File: config.mk
export PLATFORM = sky130hd
export DESIGN_NAME = ycbcr_to_rgb
export DESIGN_NICKNAME = d
export VERILOG_FILES = /design/src/rtl/ycc_pkg.sv /design/src/rtl/ycc_clamp_u8.sv /design/src/rtl/ycbcr_to_rgb.sv
export SDC_FILE = /design/constraint.sdc
export NUM_CORES = 1
export LEC_CHECK = 0
export CORE_MARGIN = 2
export CORE_UTILIZATION = 30
export DETAILED_ROUTE_END_ITERATION = 12
export GPL_ROUTABILITY_DRIVEN = 0
export GPL_TIMING_DRIVEN = 0
export SYNTH_ARGS = -nofsm -noshare
export SYNTH_HDL_FRONTEND = slang
export SYNTH_SLANG_ARGS = --single-unit
File: constraint.sdc
create_clock -name clk -period 5.9 [get_ports clk]
set_input_delay 1.475 -clock clk [delete_from_list [all_inputs] [get_ports clk]]
set_output_delay 1.475 -clock clk [all_outputs]
set_load 0.1 [all_outputs]
File: src/rtl/ycc_pkg.sv
// Shared constants for the YCbCr -> RGB converter: default widths, fixed-point
// coefficients, chroma offset and the width of the signed intermediate sums.
package ycc_pkg;

    localparam int unsigned DEF_DATA_W    = 8;
    localparam int unsigned DEF_FRAC_BITS = 8;

    // round(c * 2^frac) with c given in millionths
    function automatic int unsigned coef(input int unsigned micro, input int unsigned frac);
        logic [63:0] scaled;
        scaled = (64'(micro) << frac) + 64'd500000;
        return 32'(scaled / 64'd1000000);
    endfunction

    // Chroma channels are offset by half the code range
    function automatic int unsigned chroma_offset(input int unsigned data_w);
        return 32'd1 << (data_w - 1);
    endfunction

    // Y<<frac plus the largest product needs data_w+frac+2 bits; keep some headroom
    function automatic int unsigned acc_width(input int unsigned data_w,
                                              input int unsigned frac_bits);
        return data_w + frac_bits + 4;
    endfunction

    localparam int unsigned KRCR          = coef(1402000, DEF_FRAC_BITS);  // 359
    localparam int unsigned KGCB          = coef(344136, DEF_FRAC_BITS);   // 88
    localparam int unsigned KGCR          = coef(714136, DEF_FRAC_BITS);   // 183
    localparam int unsigned KBCB          = coef(1772000, DEF_FRAC_BITS);  // 454
    localparam int unsigned CHROMA_OFFSET = chroma_offset(DEF_DATA_W);     // 128
    localparam int unsigned DEF_ACC_W     = acc_width(DEF_DATA_W, DEF_FRAC_BITS);  // 20

endpackage

File: src/rtl/ycc_clamp_u8.sv
// Combinational fixed-point to unsigned-pixel conversion: floor shift of the
// rounded signed sum, then saturation to 0..2^DATA_W-1.
// CLIP_FLAG_EN adds the clip output (high when saturation changed the value).
module ycc_clamp_u8 import ycc_pkg::*; #(
    parameter int unsigned DATA_W    = DEF_DATA_W,
    parameter int unsigned FRAC_BITS = DEF_FRAC_BITS,
    parameter int unsigned ACC_W     = DEF_ACC_W
) (
    input  logic signed [ACC_W-1:0] sum,
    output logic        [DATA_W-1:0] value
`ifdef CLIP_FLAG_EN
    ,
    output logic                     clip
`endif
);

    localparam logic signed [ACC_W-1:0] MAX_VAL = ACC_W'((1 << DATA_W) - 1);

    logic signed [ACC_W-1:0] shifted;
    logic                    under;
    logic                    over;

    assign shifted = sum >>> FRAC_BITS;
    assign under   = shifted < 0;
    assign over    = shifted > MAX_VAL;

    // Saturate to the unsigned pixel range
    always_comb begin
        value = shifted[DATA_W-1:0];
        if (under) begin
            value = '0;
        end else if (over) begin
            value = '1;
        end
    end

`ifdef CLIP_FLAG_EN
    assign clip = under | over;
`endif

endmodule

File: src/rtl/ycbcr_to_rgb.sv
// Three-stage full-range BT.601 YCbCr -> RGB converter with valid/ready on both
// sides. The whole pipeline advances together and stalls while the output
// holds an unaccepted result.
// CLIP_FLAG_EN adds the clip_flag output (any channel saturated for the pixel).
module ycbcr_to_rgb import ycc_pkg::*; #(
    parameter int unsigned DATA_W    = DEF_DATA_W,
    parameter int unsigned FRAC_BITS = DEF_FRAC_BITS
) (
    input  logic              clk,
    input  logic              rst,
    input  logic              in_valid,
    output logic              in_ready,
    input  logic [DATA_W-1:0] luma_ch,
    input  logic [DATA_W-1:0] cb_ch,
    input  logic [DATA_W-1:0] cr_ch,
    output logic              out_valid,
    input  logic              out_ready,
    output logic [DATA_W-1:0] red_ch,
    output logic [DATA_W-1:0] green_ch,
    output logic [DATA_W-1:0] blue_ch
`ifdef CLIP_FLAG_EN
    ,
    output logic              clip_flag
`endif
);

    localparam int unsigned ACC_W = acc_width(DATA_W, FRAC_BITS);

    localparam logic signed [ACC_W-1:0] K_RCR = ACC_W'(coef(1402000, FRAC_BITS));
    localparam logic signed [ACC_W-1:0] K_GCB = ACC_W'(coef(344136, FRAC_BITS));
    localparam logic signed [ACC_W-1:0] K_GCR = ACC_W'(coef(714136, FRAC_BITS));
    localparam logic signed [ACC_W-1:0] K_BCB = ACC_W'(coef(1772000, FRAC_BITS));
    localparam logic signed [ACC_W-1:0] ROUND = ACC_W'(1 << (FRAC_BITS - 1));
    localparam logic        [DATA_W:0]  OFFSET = (DATA_W + 1)'(chroma_offset(DATA_W));

    logic                    en;
    logic                    v1, v2;
    logic [DATA_W-1:0]       y1, y2;
    logic signed [DATA_W:0]  dcb_in, dcr_in;
    logic signed [DATA_W:0]  dcb1, dcr1;
    logic signed [ACC_W-1:0] dcb_ext, dcr_ext, y_ext;
    logic signed [ACC_W-1:0] pr2, pg2, pb2;
    logic signed [ACC_W-1:0] sum_r, sum_g, sum_b;
    logic [DATA_W-1:0]       r_c, g_c, b_c;

    // A full output register that is not being taken freezes every stage
    assign en       = !out_valid || out_ready;
    assign in_ready = en;

    assign dcb_in  = $signed({1'b0, cb_ch} - OFFSET);
    assign dcr_in  = $signed({1'b0, cr_ch} - OFFSET);
    assign dcb_ext = {{(ACC_W - DATA_W - 1){dcb1[DATA_W]}}, dcb1};
    assign dcr_ext = {{(ACC_W - DATA_W - 1){dcr1[DATA_W]}}, dcr1};
    assign y_ext   = $signed({{(ACC_W - DATA_W){1'b0}}, y2});

    assign sum_r = (y_ext << FRAC_BITS) + pr2 + ROUND;
    assign sum_g = (y_ext << FRAC_BITS) + pg2 + ROUND;
    assign sum_b = (y_ext << FRAC_BITS) + pb2 + ROUND;

    // Stage 1: capture luma and centred chroma
    always_ff @(posedge clk or posedge rst) begin
        if (rst) begin
            v1   <= 1'b0;
            y1   <= '0;
            dcb1 <= '0;
            dcr1 <= '0;
        end else if (en) begin
            v1   <= in_valid;
            y1   <= luma_ch;
            dcb1 <= dcb_in;
            dcr1 <= dcr_in;
        end
    end

    // Stage 2: signed chroma products
    always_ff @(posedge clk or posedge rst) begin
        if (rst) begin
            v2  <= 1'b0;
            y2  <= '0;
            pr2 <= '0;
            pg2 <= '0;
            pb2 <= '0;
        end else if (en) begin
            v2  <= v1;
            y2  <= y1;
            pr2 <= K_RCR * dcr_ext;
            pg2 <= -((K_GCB * dcb_ext) + (K_GCR * dcr_ext));
            pb2 <= K_BCB * dcb_ext;
        end
    end

`ifdef CLIP_FLAG_EN
    logic clip_r, clip_g, clip_b;
`endif

    ycc_clamp_u8 #(
        .DATA_W    (DATA_W),
        .FRAC_BITS (FRAC_BITS),
        .ACC_W     (ACC_W)
    ) u_clamp_r (
        .sum   (sum_r),
        .value (r_c)
`ifdef CLIP_FLAG_EN
        ,
        .clip  (clip_r)
`endif
    );

    ycc_clamp_u8 #(
        .DATA_W    (DATA_W),
        .FRAC_BITS (FRAC_BITS),
        .ACC_W     (ACC_W)
    ) u_clamp_g (
        .sum   (sum_g),
        .value (g_c)
`ifdef CLIP_FLAG_EN
        ,
        .clip  (clip_g)
`endif
    );

    ycc_clamp_u8 #(
        .DATA_W    (DATA_W),
        .FRAC_BITS (FRAC_BITS),
        .ACC_W     (ACC_W)
    ) u_clamp_b (
        .sum   (sum_b),
        .value (b_c)
`ifdef CLIP_FLAG_EN
        ,
        .clip  (clip_b)
`endif
    );

    // Stage 3: clamped RGB output register
    always_ff @(posedge clk or posedge rst) begin
        if (rst) begin
            out_valid <= 1'b0;
            red_ch    <= '0;
            green_ch  <= '0;
            blue_ch   <= '0;
        end else if (en) begin
            out_valid <= v2;
            red_ch    <= r_c;
            green_ch  <= g_c;
            blue_ch   <= b_c;
        end
    end

`ifdef CLIP_FLAG_EN
    // Clip indication travels with the RGB register
    always_ff @(posedge clk or posedge rst) begin
        if (rst) begin
            clip_flag <= 1'b0;
        end else if (en) begin
            clip_flag <= clip_r | clip_g | clip_b;
        end
    end
`endif

endmodule

==> flow_metrics.py, run 1 <==
metrics = {
    "outcome": {
        "status": "complete, but fails checks",
        "violations": "setup timing",
    },
    "placed_design": {
        "dp_slack_ns": -0.838,
        "place_area_mm2": 0.0117,
        "place_hpwl_mm": 20.1,
        "port_buffers": 53,
    },
    "synthesis": {
        "synthDominantCellAreaShare": 0.240,
        "ys_seq_elements": 96,
        "synth_top_cell_by_area": "ha_1",
        "yosysSeqAreaShare": 0.229,
        "syn_area_mm2": 0.0105,
        "synth_cell_types": 56,
        "yosys-top-cells-count": "201 x ha_1, 191 x inv_1, 123 x nand2_1",
        "yosys_warnings": 0,
        "synthFlopType": "dfrtp_1",
        "yosysMostFrequentCell": "ha_1",
        "syn_nets": 1435,
        "async_flop_share": 1.00,
        "synth_area_leaders": "ha_1 24%, dfrtp_1 23%, fa_1 16%",
        "synth_cells": 1122,
        "synth-edff-count": 0,
        "avgSynthCellArea_um2": 9.33,
    },
    "setup_path": {
        "r2r-start": "dcb1[4]$_DFFE_PP0P_",
        "ff2ff_setup_slack_ns": -0.57,
        "cp_top_family": "adder cells",
        "path_class": "flop to flop",
        "cp-end-kind": "flop",
        "worst_path_max_delay_cell": "fa_1",
        "cp_num_buf_inv": 5,
        "r2r.worst_path.cells": 24,
        "cp-start-kind": "flop",
        "critPathArrivalTime_ns": 6.76,
        "critPathRequiredTime_ns": 6.20,
        "max_stage_delay_ns": 0.54,
        "worstPathMaxFanout": 6,
        "cp_cell_sequence": "ha_4 -> inv_2 -> fa_1 -> inv_2 -> ha_4 -> nor2b_4 -> o21a_1 -> o41a_1 -> xor2_2 -> fa_1 -> fa_1 -> inv_2 -> fa_1 -> inv_2 -> fa_1 -> inv_2 -> ha_4 -> o21a_1 -> a21oi_2 -> nor2_1 -> or4_1 -> o221a_1 -> or4_1 -> nand3_1",
        "r2r-end": "pg2[18]$_DFFE_PP0P_",
    },
    "timing": {
        "tightestPinTransition_ns": 0.977,
        "setup_viol": 7,
        "grt_setup_unrepaired": "true",
        "fin_crit_ns": 6.47,
        "fin_ws_ns": -0.567,
        "relSlewSlack": 0.347,
        "skew_ns": 0.0124,
        "fin_crit_sh": 1.10,
        "max_freq_ghz": 0.155,
        "finalHoldViolCount": 0,
        "maxSlewViolCount": 0,
    },
    "cells_and_area": {
        "seq_area_mm2": 0.00241,
        "multi_input_area_mm2": 0.00746,
        "finalInstanceArea_mm2": 0.0123,
        "fillers": 3512,
        "post-route-util": 0.356,
        "final_nets": 1518,
        "area_delta_synth_final_pct": 17.1,
        "diodes": 0,
        "drive_gt1_frac": 0.0785,
    },
    "worst_hold_path": {
        "hold_class": "flop to flop",
        "holdCritStartpoint": "y1[7]$_DFFE_PP0P_",
        "holdPathStages": 2,
        "min_to": "y1[7]$_DFFE_PP0P_",
    },
    "job": {
        "cap_viol_max_count": 0,
    },
    "clock_tree": {
        "clock-sinks": 96,
        "cts.path.max_buffers": 2,
        "cts_root_buffer": "clkbuf_16",
        "cts_max_level": 3,
        "cts_buffers": 9,
        "cts_tree": "done",
        "holdBufCountCts": 0,
        "clk_latency_ns": 0.36,
        "cts.clk_slew.worst_paths_ns": 0.08,
    },
    "route": {
        "via_per_inst": 4.63,
        "vias": 7708,
        "wirelength_mm": 24.6,
        "drcViolationCount": 0,
        "avgRoutedWirePerCell_um": 14.8,
        "drt-initial-drc-count": 345,
        "ant_nets": 0,
        "first_pass_iters": 5,
    },
    "floorplan": {
        "io_pins": 54,
        "num_rows": 68,
        "die_x_um": 191,
        "dieArea_mm2": 0.0364,
        "start_util": 0.304,
        "core_area_mm2": 0.0345,
        "die_y_um": 191,
    },
    "global_routing": {
        "grt_pass1_wl_mm": 40.5,
        "grt_pass1_vias": 7789,
        "antenna_found_initial": 0,
        "grt_max_degree": 55,
        "overflow": 0,
        "grtUsageTotal": 0.142,
    },
}
## cell type report
cell class / instances / area share
Buffer: 20 / 0.00735
Tap cell: 455 / 0.0464
Multi-Input combinational cell: 814 / 0.608
Inverter: 192 / 0.0593
Sequential cell: 96 / 0.197
Timing Repair Buffer: 72 / 0.0569
Clock inverter: 7 / 0.00694
Clock buffer: 9 / 0.0184
## worst register-to-register path, cell delays in order (launching register included)
cell and delay (ns):
dfrtp_2 0.50, ha_4 0.29, inv_2 0.03, fa_1 0.49
inv_2 0.05, ha_4 0.24, nor2b_4 0.12, o21a_1 0.19
o41a_1 0.37, xor2_2 0.18, fa_1 0.50, fa_1 0.54
inv_2 0.04, fa_1 0.54, inv_2 0.04, fa_1 0.52
inv_2 0.05, ha_4 0.21, o21a_1 0.13, a21oi_2 0.14
nor2_1 0.07, or4_1 0.42, o221a_1 0.26, or4_1 0.41
nand3_1 0.09
## stage by stage
step / std cells / setup TNS [ns] / hold slack (ns)
floorplan: 1122 / -0.908 / 0.430
global placement: 1630 / -4.61 / 0.452
detailed placement: 1631 / -4.76 / 0.456
CTS: 1661 / -1.80 / 0.473
global route: 1665 / -3.55 / 0.505
finish: 1665 / -2.16 / 0.473
## what timing repair did
item                       4_1_cts  5_1_grt
setup endpoints to repair       10        9
gates resized for setup         28       10
pin swaps                       10        8
setup buffers                   14        5
## sequential cells by signal, summed over array words and instances, names as in the netlist
name,count
pr2,12
v2,1
v1,1
pb2,12
out_valid,1
red_ch,8
dcb1,8
y1,8
green_ch,8
pg2,13
y2,8
dcr1,8
blue_ch,8
## layout by cell type, fill, tap and decap left out, types with 5 or more instances in the layout
cell,count
ha_1,192
nor3_1,10
dfrtp_2,8
o21ai_1,6
ha_4,8
nand2_1,123
a21oi_1,53
inv_1,185
o21a_1,13
clkdlybuf4s50_1,52
a311oi_1,9
o22ai_1,10
a22oi_1,9
fa_1,83
a211oi_1,5
nor2_1,59
xnor2_1,32
a21o_1,18
xor2_1,30
dfrtp_1,88
clkbuf_1,12
o21ai_0,43
clkbuf_16,9
a31oi_1,5
o31ai_1,6
nor2b_1,6
or2_2,7
inv_2,5
nand3_1,9
buf_4,17
and3_1,6
o21bai_1,10
## worst max-delay path by stage
stage | start | end | slack, ns | cells after the start
3_5_place_dp | dcb1[0]$_DFFE_PP0P_ | pg2[18]$_DFFE_PP0P_ | -0.84 | 24
4_1_cts | dcb1[2]$_DFFE_PP0P_ | pg2[18]$_DFFE_PP0P_ | -0.50 | 24
2_1_floorplan | dcb1[2]$_DFFE_PP0P_ | pg2[18]$_DFFE_PP0P_ | -0.36 | 24
5_1_grt | dcb1[2]$_DFFE_PP0P_ | pg2[18]$_DFFE_PP0P_ | -0.77 | 24
6_report | dcb1[4]$_DFFE_PP0P_ | pg2[18]$_DFFE_PP0P_ | -0.57 | 24
3_3_place_gp | dcb1[0]$_DFFE_PP0P_ | pg2[18]$_DFFE_PP0P_ | -0.77 | 24
## routing by layer
metal  wire length (um)  up-vias  track usage
met2              11700       66        0.239
met3                534       16       0.0171
li1                   -     3902            -
met5                  0        -            0
met4                252        0       0.0301
met1              12100     3724        0.195
## cell families after synthesis
| family | count (synthesis) | synth area share |
|---|---|---|
| DFF | 96 | 0.229 |
| buffers and inverters | 212 | 0.0772 |
| xor gates and xnor gates | 65 | 0.0557 |
| and+or+nand+nor | 249 | 0.105 |
| AOI/OAI and AO/OA | 210 | 0.127 |
| adders and majority gates | 285 | 0.401 |
| muxes | 5 | 0.00514 |
Power of run 1 is left out: the tool's default activity adds up to more than one toggle a clock period on the data nets, which glitch-free logic cannot reach.
==> run 2, diff against run 1 <==
ABC_AREA = 1   (was default)
SETUP_SLACK_MARGIN = 0.1   (was default)
==> run 2 against run 1 <==
  * The flow now finishes without violations
  * Register-to-register slack improved by 0.68 ns
  * Clock skew increased by 0.00063 ns
  * Die area increased by 11%
  * Cell area increased by 11%
  * Sequential share of layout area decreased by 1.9 points
  * Via count increased by 25%
  * Critical path depth increased by 6
  * Routed wire length increased by 16%
  * Critical endpoint unchanged
==> flow_metrics.py, run 2 <==
metrics = {
    "outcome": {
        "status": "finished, final reports clean",
    },
    "setup_path": {
        "worstPathMaxFanout": 3,
        "cp-start-kind": "flop",
        "critPathArrivalTime_ns": 6.07,
        "max_stage_delay_ns": 0.51,
        "path_class": "flop to flop",
        "worst_path_max_delay_cell": "fa_1",
        "critPathRequiredTime_ns": 6.18,
        "cp-end-kind": "flop",
    },
    "timing": {
        "grt_setup_unrepaired": "true",
        "relSlewSlack": 0.325,
        "tightestPinTransition_ns": 1.01,
        "maxSlewViolCount": 0,
        "fin_crit_ns": 5.79,
        "max_freq_ghz": 0.173,
        "finalHoldViolCount": 0,
        "fin_ws_ns": 0.110,
        "skew_ns": 0.0131,
        "fin_crit_sh": 0.981,
        "setup_viol": 0,
    },
    "cells_and_area": {
        "diodes": 0,
        "fillers": 3999,
        "top_regs": "pg2 (13), pb2 (12), pr2 (12)",
        "final_nets": 1911,
        "final_common_cell": "nand2_1",
        "area_delta_synth_final_pct": 17.0,
        "final_cell_mix": "391 x nand2_1, 276 x inv_1, 189 x ha_1",
        "largest_reg_flops": 13,
        "finalInstanceArea_mm2": 0.0136,
        "seq_area_mm2": 0.00241,
        "largest_register": "pg2",
        "drive_gt1_frac": 0.0830,
        "multi_input_area_mm2": 0.00840,
    },
    "placed_design": {
        "dp_slack_ns": -0.397,
        "port_buffers": 53,
        "place_hpwl_mm": 23.5,
        "place_area_mm2": 0.0129,
    },
    "synthesis": {
        "avgSynthCellArea_um2": 7.70,
        "synth-edff-count": 0,
        "synth_cell_types": 43,
        "ys_seq_elements": 96,
        "synthFlopType": "dfrtp_1",
        "synth_top_cell_by_area": "ha_1",
        "synthDominantCellAreaShare": 0.216,
        "syn_area_mm2": 0.0116,
        "yosys_warnings": 0,
        "yosys-top-cells-count": "403 x nand2_1, 285 x inv_1, 201 x ha_1",
        "async_flop_share": 1.00,
        "yosysSeqAreaShare": 0.206,
        "synth_cells": 1511,
        "syn_nets": 1824,
        "yosysMostFrequentCell": "nand2_1",
        "synth_area_leaders": "ha_1 22%, dfrtp_1 21%, fa_1 14%",
    },
    "route": {
        "drcViolationCount": 0,
        "first_pass_iters": 5,
        "drt-initial-drc-count": 472,
        "avgRoutedWirePerCell_um": 13.5,
        "vias": 9626,
        "top_layer": "met4",
        "wl_met3_um": 650,
        "ant_nets": 0,
        "wl_met2_mm": 13.2,
        "via_per_inst": 4.54,
        "met1Wirelength_mm": 14.2,
        "wirelength_mm": 28.6,
    },
    "floorplan": {
        "io_pins": 54,
        "start_util": 0.302,
        "die_y_um": 201,
        "die_x_um": 201,
        "num_rows": 72,
        "dieArea_mm2": 0.0404,
        "core_area_mm2": 0.0385,
    },
    "clock_tree": {
        "clk_latency_ns": 0.35,
        "cts_root_buffer": "clkbuf_16",
        "cts.clk_slew.worst_paths_ns": 0.07,
        "clock-sinks": 96,
        "cts_max_level": 3,
        "cts.path.max_buffers": 2,
        "cts_buffers": 9,
        "cts_tree": "done",
    },
    "global_routing": {
        "overflow": 0,
        "grtUsageTotal": 0.144,
        "grt_max_degree": 68,
        "grt_pass1_wl_mm": 47.7,
        "antenna_found_initial": 0,
        "grt_pass1_vias": 9528,
    },
    "worst_hold_path": {
        "hold_class": "flop to flop",
    },
    "job": {
        "cap_viol_max_count": 0,
    },
}
==> run 2: cell types whose count changed after synthesis, sizes merged, moves of 9 or more <==
cell / before / now
a311oi: 9 / 0
nand3: 10 / 100
nand2: 123 / 407
o21a: 13 / 1
nand4: 3 / 20
o22ai: 10 / 1
nor2: 59 / 69
xnor2: 33 / 20
a22oi: 9 / 0
inv: 191 / 288
a31oi: 5 / 15
a21o: 18 / 4
==> run 2: worst paths after layout <==
path                                         start                 endpoint  slack (ns)  depth (start not counted)
setup / recovery               dcb1[4]$_DFFE_PP0P_      pg2[18]$_DFFE_PP0P_        0.11                         30
hold / removal             green_ch[2]$_DFFE_PP0P_  green_ch[2]$_DFFE_PP0P_        0.48                          2
max in group asynchronous                      rst      dcb1[3]$_DFFE_PP0P_        3.74                          3
setup reg to reg               dcb1[4]$_DFFE_PP0P_      pg2[18]$_DFFE_PP0P_        0.11                         30
min in group asynchronous                      rst   blue_ch[7]$_DFFE_PP0P_        1.47                          2
hold reg to reg            green_ch[2]$_DFFE_PP0P_  green_ch[2]$_DFFE_PP0P_        0.48                          2
==> run 2: cell type report <==
class | count | area share
buffer | 19 | 0.00542
clock buffer | 10 | 0.0168
clock inverter | 5 | 0.00294
inverter | 288 | 0.0796
multi-input combinational | 1108 | 0.617
sequential | 96 | 0.177
tap | 518 | 0.0476
timing repair buffer | 76 | 0.0533
==> run 2: metal layers <==
metal,track usage,vias to the layer above
li1,-,4958
met1,0.197,4505
met2,0.246,133
met3,0.0130,30
met4,0.0376,0
met5,0,-
==> run 2: critical path, delay by kind of cell, from the launching register on <==
kind | cells | cell delay (ns)
AO/OA/AOI/OAI | 2 | 0.27
buffers and inverters | 9 | 0.58
AND/OR/NAND/NOR | 10 | 0.95
adder cells (fa/ha/maj) | 8 | 3.33
XOR/XNOR | 1 | 0.15
flip-flops | 1 | 0.43
==> run 2: cell families after synthesis <==
logic type / Yosys count / share of synthesized area
adders and majority gates: 285 / 0.361
DFF: 96 / 0.206
xor gates and xnor gates: 44 / 0.0344
AOI/OAI and AO/OA: 156 / 0.0747
and+or+nand+nor: 623 / 0.225
buffers and inverters: 307 / 0.0992
==> run 2: repair_timing <==
action / 4_1_cts / 5_1_grt
buffers inserted: 15 / 7
resized for setup: 30 / 51
gates cloned: 0 / 0
endpoints found under the setup margin: 10 / 10
hold buffers: 0 / 0
pin swaps: 27 / 32
==> run 2: stage by stage <==
step / hold slack (ns) / setup TNS [ns] / utilization / std cells
global placement: 0.449 / -1.48 / 0.334 / 2082
detailed placement: 0.460 / -1.79 / 0.334 / 2083
global route: 0.505 / -0.826 / 0.354 / 2120
CTS: 0.486 / 0 / 0.348 / 2113
finish: 0.480 / 0 / 0.354 / 2120
floorplan: 0.440 / 0 / - / 1511
Power of run 2 is left out for the same reason.
==> run 3, diff against run 2 <==
CAP_MARGIN = 20   (was default)
==> results of run 3 <==
Same layout as run 2: the final DEF is identical, and so are final timing and power.
Power of run 3 is left out for the same reason.
